$ cat config.mk
export PLATFORM = sky130hd
export DESIGN_NAME = ksa_sub16_pipe
export DESIGN_NICKNAME = d
export VERILOG_FILES = /design/src/rtl/ksa_sub16_pipe.sv
export SDC_FILE = /design/constraint.sdc
export NUM_CORES = 1
export LEC_CHECK = 0
export CAP_MARGIN = 20
export CORE_MARGIN = 5
export CORE_UTILIZATION = 60
export CTS_BUF_LIST = sky130_fd_sc_hd__clkbuf_2 sky130_fd_sc_hd__clkbuf_4 sky130_fd_sc_hd__clkbuf_8
export DETAILED_ROUTE_END_ITERATION = 10
export PLACE_DENSITY = 0.85
export SLEW_MARGIN = 20
export SYNTH_ARGS = -nofsm -noshare
export SYNTH_HDL_FRONTEND = slang
export SYNTH_SLANG_ARGS = --single-unit
$ cat constraint.sdc
create_clock -name clk -period 2.7 [get_ports clk]
set_input_delay 0.27 -clock clk [delete_from_list [all_inputs] [get_ports clk]]
set_output_delay 0.27 -clock clk [all_outputs]
set_load 0.1 [all_outputs]
$ cat src/rtl/ksa_sub16_pipe.sv
// Two-stage pipelined Kogge-Stone subtractor D = X - Y - Bin with valid/ready handshakes.
// Optional signed flags (V overflow, Z zero) are enabled by defining KSS_SIGNED_FLAGS_EN.
module ksa_sub16_pipe #(
    parameter int WIDTH = 16,
    parameter int SPLIT = 2
) (
    input  logic             clk,
    input  logic             rst,
    input  logic             in_valid,
    output logic             in_ready,
    input  logic [WIDTH-1:0] X,
    input  logic [WIDTH-1:0] Y,
    input  logic             Bin,
    output logic             out_valid,
    input  logic             out_ready,
    output logic [WIDTH-1:0] D,
    output logic             Bout
`ifdef KSS_SIGNED_FLAGS_EN
    ,
    output logic             V,
    output logic             Z
`endif
);

    localparam int LEVELS = $clog2(WIDTH);

    // One Kogge-Stone level: bits at or above the span combine with the bit span below.
    function automatic logic [2*WIDTH-1:0] prefix_level(
        input logic [WIDTH-1:0] g_in,
        input logic [WIDTH-1:0] p_in,
        input int               span
    );
        logic [WIDTH-1:0] g_out;
        logic [WIDTH-1:0] p_out;
        int               j;
        g_out = g_in;
        p_out = p_in;
        for (int i = 0; i < WIDTH; i++) begin
            j = (i >= span) ? (i - span) : 0;
            if (i >= span) begin
                g_out[i] = g_in[i] | (p_in[i] & g_in[j]);
                p_out[i] = p_in[i] & p_in[j];
            end else begin
                g_out[i] = g_in[i];
                p_out[i] = p_in[i];
            end
        end
        return {g_out, p_out};
    endfunction

    logic             adv1_s, adv2_s;
    logic [WIDTH-1:0] p0_s, g1_s, p1_s;
    logic [WIDTH-1:0] g2_s, p2_s, carry_s, diff_s;
    logic             bout_s;

    logic             s1_valid_q, s1_valid_d;
    logic [WIDTH-1:0] s1_p0_q, s1_p0_d;
    logic [WIDTH-1:0] s1_g_q, s1_g_d;
    logic [WIDTH-1:0] s1_p_q, s1_p_d;
    logic             s1_c_q, s1_c_d;

    logic             s2_valid_q, s2_valid_d;
    logic [WIDTH-1:0] d_q, d_d;
    logic             bout_q, bout_d;

`ifdef KSS_SIGNED_FLAGS_EN
    logic             s1_xmsb_q, s1_xmsb_d;
    logic             s1_ymsb_q, s1_ymsb_d;
    logic             v_q, v_d;
    logic             z_q, z_d;
    logic             v_s, z_s;
`endif

    // Handshake: a stage advances when it is empty or its successor advances.
    always_comb begin
        adv2_s = ~s2_valid_q | out_ready;
        adv1_s = ~s1_valid_q | adv2_s;
    end

    // Stage-1 arithmetic: per-bit generate/propagate and the first SPLIT prefix levels.
    always_comb begin
        p0_s = X ^ ~Y;
        g1_s = X & ~Y;
        p1_s = p0_s;
        for (int k = 1; k <= SPLIT; k++) begin
            {g1_s, p1_s} = prefix_level(g1_s, p1_s, 32'sd1 << (k - 1));
        end
    end

    // Stage-2 arithmetic: remaining prefix levels, then sum and borrow-out.
    always_comb begin
        g2_s = s1_g_q;
        p2_s = s1_p_q;
        for (int k = SPLIT + 1; k <= LEVELS; k++) begin
            {g2_s, p2_s} = prefix_level(g2_s, p2_s, 32'sd1 << (k - 1));
        end
        carry_s = {g2_s[WIDTH-2:0] | (p2_s[WIDTH-2:0] & {(WIDTH-1){s1_c_q}}), s1_c_q};
        diff_s  = s1_p0_q ^ carry_s;
        bout_s  = ~(g2_s[WIDTH-1] | (p2_s[WIDTH-1] & s1_c_q));
    end

`ifdef KSS_SIGNED_FLAGS_EN
    // Signed flags derived from the stage-2 result and the operand sign bits.
    always_comb begin
        v_s = (s1_xmsb_q ^ s1_ymsb_q) & (s1_xmsb_q ^ diff_s[WIDTH-1]);
        z_s = (diff_s == {WIDTH{1'b0}});
    end
`endif

    // Stage-1 next state: data loads only for an accepted beat.
    always_comb begin
        s1_valid_d = s1_valid_q;
        s1_p0_d    = s1_p0_q;
        s1_g_d     = s1_g_q;
        s1_p_d     = s1_p_q;
        s1_c_d     = s1_c_q;
`ifdef KSS_SIGNED_FLAGS_EN
        s1_xmsb_d  = s1_xmsb_q;
        s1_ymsb_d  = s1_ymsb_q;
`endif
        if (adv1_s) begin
            s1_valid_d = in_valid;
            if (in_valid) begin
                s1_p0_d   = p0_s;
                s1_g_d    = g1_s;
                s1_p_d    = p1_s;
                s1_c_d    = ~Bin;
`ifdef KSS_SIGNED_FLAGS_EN
                s1_xmsb_d = X[WIDTH-1];
                s1_ymsb_d = Y[WIDTH-1];
`endif
            end else begin
                s1_c_d = s1_c_q;
            end
        end else begin
            s1_valid_d = s1_valid_q;
        end
    end

    // Stage-2 next state: results hold while stalled or when no beat arrives.
    always_comb begin
        s2_valid_d = s2_valid_q;
        d_d        = d_q;
        bout_d     = bout_q;
`ifdef KSS_SIGNED_FLAGS_EN
        v_d        = v_q;
        z_d        = z_q;
`endif
        if (adv2_s) begin
            s2_valid_d = s1_valid_q;
            if (s1_valid_q) begin
                d_d    = diff_s;
                bout_d = bout_s;
`ifdef KSS_SIGNED_FLAGS_EN
                v_d    = v_s;
                z_d    = z_s;
`endif
            end else begin
                bout_d = bout_q;
            end
        end else begin
            s2_valid_d = s2_valid_q;
        end
    end

    // Pipeline registers with synchronous reset that discards in-flight beats.
    always_ff @(posedge clk) begin
        if (rst) begin
            s1_valid_q <= 1'b0;
            s1_p0_q    <= {WIDTH{1'b0}};
            s1_g_q     <= {WIDTH{1'b0}};
            s1_p_q     <= {WIDTH{1'b0}};
            s1_c_q     <= 1'b0;
            s2_valid_q <= 1'b0;
            d_q        <= {WIDTH{1'b0}};
            bout_q     <= 1'b0;
`ifdef KSS_SIGNED_FLAGS_EN
            s1_xmsb_q  <= 1'b0;
            s1_ymsb_q  <= 1'b0;
            v_q        <= 1'b0;
            z_q        <= 1'b0;
`endif
        end else begin
            s1_valid_q <= s1_valid_d;
            s1_p0_q    <= s1_p0_d;
            s1_g_q     <= s1_g_d;
            s1_p_q     <= s1_p_d;
            s1_c_q     <= s1_c_d;
            s2_valid_q <= s2_valid_d;
            d_q        <= d_d;
            bout_q     <= bout_d;
`ifdef KSS_SIGNED_FLAGS_EN
            s1_xmsb_q  <= s1_xmsb_d;
            s1_ymsb_q  <= s1_ymsb_d;
            v_q        <= v_d;
            z_q        <= z_d;
`endif
        end
    end

    assign in_ready  = adv1_s;
    assign out_valid = s2_valid_q;
    assign D         = d_q;
    assign Bout      = bout_q;
`ifdef KSS_SIGNED_FLAGS_EN
    assign V         = v_q;
    assign Z         = z_q;
`endif

endmodule

# Word-level counts from Yosys, hierarchy flattened
# Index checks and enable logic that the tools add are counted.
[word_totals]
regBits = 68
[classes]
n_bitwise = 161
reduce_logical = 2
[ops]
columns = ["operator", "count"]
rows = [
  ["1-bit bitwise AND", 99],
  ["1-bit OR", 52],
  ["16-bit XOR", 2],
  ["16-bit bitwise AND", 1],
  ["16-bit NOT", 1],
  ["15-bit bitwise AND", 1],
  ["15-bit OR", 1],
  ["1-bit NOT", 4],
  ["2-bit AND reduction", 2],
]

# Depth between registers and ports, before layout
[logic_depth]
ltp_word = 6
depth_mapped = 7

# Worst setup path after synthesis
# OpenSTA, ideal clock, no wires.
[synth_timing]
path_kind = "register to register"
from = "register s2_valid_q, in the netlist out_valid"
to = "register s1_p0_q[0]"
setup_time_ns = 0.070
arrival_time_ns = 2.801
setup_slack_ns = -0.172
path_stages_with_launch = 7
period_less_slack_ns = 2.872
cell_sequence = "dfxtp_1 -> nand3b_1 -> nand2_1 -> buf_4 -> buf_2 -> nand2_1 -> a21oi_1"
[synth_between]
elab_chain_len = 4
[synth_lines]
columns = ["item", "line", "source"]
rows = [
  ["start: declaration", "62", "logic s2_valid_q, s2_valid_d;"],
  ["start signal: assignment", "189", "s2_valid_q <= s2_valid_d;"],
  ["1-bit NOT", "76", "adv2_s = ~s2_valid_q | out_ready;"],
  ["1-bit OR", "76", ""],
  ["1-bit OR", "77", "adv1_s = ~s1_valid_q | adv2_s;"],
  ["net in_ready", "10", "output logic in_ready,"],
  ["2-bit AND reduction (no line)", "-", ""],
  ["end signal: assignment", "170", "s1_p0_q <= {WIDTH{1'b0}};"],
  ["end signal: assignment", "185", "s1_p0_q <= s1_p0_d;"],
  ["end: declaration", "57", "logic [WIDTH-1:0] s1_p0_q, s1_p0_d;"],
]
# The timed path passes the listed nets, and every way through them passes these cells.
# A chain may end at the register's enable or synchronous reset.

# Worst setup path after layout
[layout_timing]
from = "input out_ready"
to = "register d_q[7], in the netlist D[7]"
[layout_between]
elab_chain_len = 2
[layout_lines]
columns = ["item", "line", "source"]
rows = [
  ["start: declaration", "15", "input logic out_ready,"],
  ["1-bit OR", "76", ""],
  ["2-bit AND reduction (no line)", "-", ""],
  ["end signal: assignment", "175", "d_q <= {WIDTH{1'b0}};"],
  ["end: declaration", "63", "logic [WIDTH-1:0] d_q, d_d;"],
]
# Every way passes these cells.

==> metrics.csv <==
metric,value,unit
status,"finished, final reports clean",
Crit. End Element,flip-flop,
Die H,86.56,um
routed length per instance,14.69,um
clock net sink count,67,
WS Path Type,input pin to flip-flop,
drt first-iter violations,221,
post-synth net total,507,
ANT nets after route,0,
"flops & latches, synth",67,
count of final hold-check violations,0,
Max-slew headroom,42.08,%
initial antenna violation count,0,
PnR Total Power,2.470,mW
CP arrival,1.96,ns
layout cells sized above 1,8.600,%
die area,7493,um2
DRC,0,
static leakage,1.636,nW
H-tree depth,3,
initial core utilization,62.72,%
Layout Utilization,74.65,%
row count,27,
Power per Cell Area,589.9,nW/um2
cts hold-fix bufs,0,
post-DP HPWL,5.944,mm
Ports,56,
vias in the first global route,3179,
gr ovfl total,0,
largest net degree at the start of global routing,58,
GP Congestion,0.8222,
RSZ-0062 raised after global routing,false,
total area of sequential cells,1343,um2
Hold Crit Depth,2,
Synth Cell Area,3517,um2
fin crit share,63.63,%
register area share after synthesis,38.14,%
Syn Inst Count,453,
crit path launch type,input pin,
Critical Path Fanout Max,18,
Num CTS Buffers,9,
GRT Total Usage,23.62,%
worst vdd ir,0.0003266,V
Routed WL,8.402,mm
Post-CTS Resized,0,
core box area,5608,um2
Final min period,1.718,ns
max cap viols,0,
fillers,469,
Port-buffer cells,55,
CTS Buffer Depth,2,
First-pass DRT Iterations,5,
Clock Latency Late Sink,0.34,ns
Max Fclk,582.1,MHz
CTS clock-pin slew for the worst setup and hold paths,0.07,ns
Cell variety after synth,37,
Reg2Reg Depth,4,
Area Growth Syn to Fin,19.03,%
CTS tree,done,
first-pass GRT wire length,14.32,mm
via count,3378,
nets@finish,549,
diode count,0,
Synth Area per Inst,7.764,um2
die span in x,86.56,um
setup violators final,0,
setup TNS,0,ns
Setup Buffers After CTS,0,
Min-Delay Path Class,flip-flop to flip-flop,
Root Buffer,clkbuf_8,
synth warn,0,
Max Slew Vio Count,0,
Via density,5.906,
area of the multi-input gates,1929,um2
Critical Path RT,2.94,ns
Worst-Margin Slew,0.8687,ns
Setup Skew,0.005625,ns
[report_power, final]
group	total [mW]	switching (mW)	leakage [nW]	internal (mW)
Sequential	1.10	0.0559	0.549	1.05
Clock	0.875	0.376	0.108	0.499
Combinational	0.492	0.307	0.978	0.185
Total	2.47	0.739	1.64	1.73
[flip-flops by register name (all words and copies together) (netlist names)]
signal	count
D	16
s1_g_q	16
s1_p0_q	16
s1_p_q	15
Bout	1
out_valid	1
s1_c_q	1
s1_valid_q	1
[synth_stat cells]
cell      number  share of area (%)
nand2_1       73                7.8
dfxtp_1       67                 38
a21oi_1       60                8.5
nor2_1        40                4.3
inv_1         21                2.2
o21ai_0       20                2.8
nand3_1       19                2.7
ha_1          17                6.0
a211oi_1      14                3.0
buf_2         14                2.0
nand2b_1      13                2.3
nor2b_1       12                2.1
a311o_1        7                2.0
nor3b_1        7                1.5
a21o_1         6                1.3
buf_6          6                1.9
nand4_1        6                1.1
nor4_1         6                1.1
and2_1         4               0.71
clkbuf_1       4               0.43
nand4b_1       4                1.0
o311ai_1       4                1.0
or4_1          4               0.85
xnor2_1        4                1.0
buf_4          3               0.64
nor3_1         3               0.43
o211ai_1       3               0.64
and3_1         2               0.36
o21ai_1        2               0.28
a211o_1        1               0.25
a21oi_2        1               0.25
and2_4         1               0.25
and2b_1        1               0.21
and4_1         1               0.25
nand2_2        1               0.18
nand3b_1       1               0.21
nor4b_1        1               0.25
[critical path, stage by stage]
cell and delay (ns):
clkdlybuf4s50_1 0.49, nand2b_1 0.28, nand2_2 0.28, or4_1 0.54, o311ai_1 0.10
[through the flow]
step           instances  area, um2  setup slack (ns)  hold WS, ns
3_5_place_dp         556       3974            0.6543       0.4506
2_1_floorplan        453       3518            0.2147       0.3656
4_1_cts              572       4187            0.9918       0.4595
5_1_grt              572       4187            0.8770       0.4894
3_3_place_gp         556       3974            0.7061       0.4462
6_report             572       4187            0.9820       0.4586
[placed cells by master (no fill, tap or decap), types with 6 or more instances in the layout]
cell	instances
inv_1	21
nand2b_1	13
ha_1	17
a21oi_1	60
clkbuf_8	12
nand3_1	19
a21o_1	6
a211oi_1	14
a311o_1	7
nor3b_1	7
buf_4	21
nor2b_1	12
nand4_1	6
dfxtp_1	66
o21ai_0	20
clkdlybuf4s50_1	35
nor2_1	40
nand2_1	73
nor4_1	6
[cells by family after synthesis]
kind of cell / count (synthesis) / synth area share, %
AO/OA/AOI/OAI: 118 / 20.06
flip-flops: 67 / 38.14
buffers and inverters: 48 / 7.222
adder cells (fa/ha/maj): 17 / 6.048
AND/OR/NAND/NOR: 199 / 27.53
XOR/XNOR: 4 / 0.9960
[final timing paths]
kind         slack, ns       from  endpoint
max               0.98  out_ready      D[7]
max reg2reg       1.02     s1_c_q     D[11]
min reg2reg       0.46       D[1]      D[1]
min               0.46       D[1]      D[1]
[area by class of cell]
type	instances	area share, %
multi-input cells	338	46.08
flip-flops and latches	67	32.07
repair buffers	58	12.73
clock buffers	12	3.945
well taps	72	2.152
inverters	21	1.883
clock inverters	4	1.136
[metal layers]
| layer | vias to the layer above | share of wire (%) | global-route usage, % |
|---|---|---|---|
| met4 | 0 | 1.8 | 10.06 |
| li1 | 1668 | - | - |
| met2 | 124 | 45 | 36.16 |
| met5 | - | 0 | 0 |
| met1 | 1570 | 46 | 33.00 |
| met3 | 16 | 7.2 | 3.612 |
Note: power is estimated with default switching activity, not from simulation.
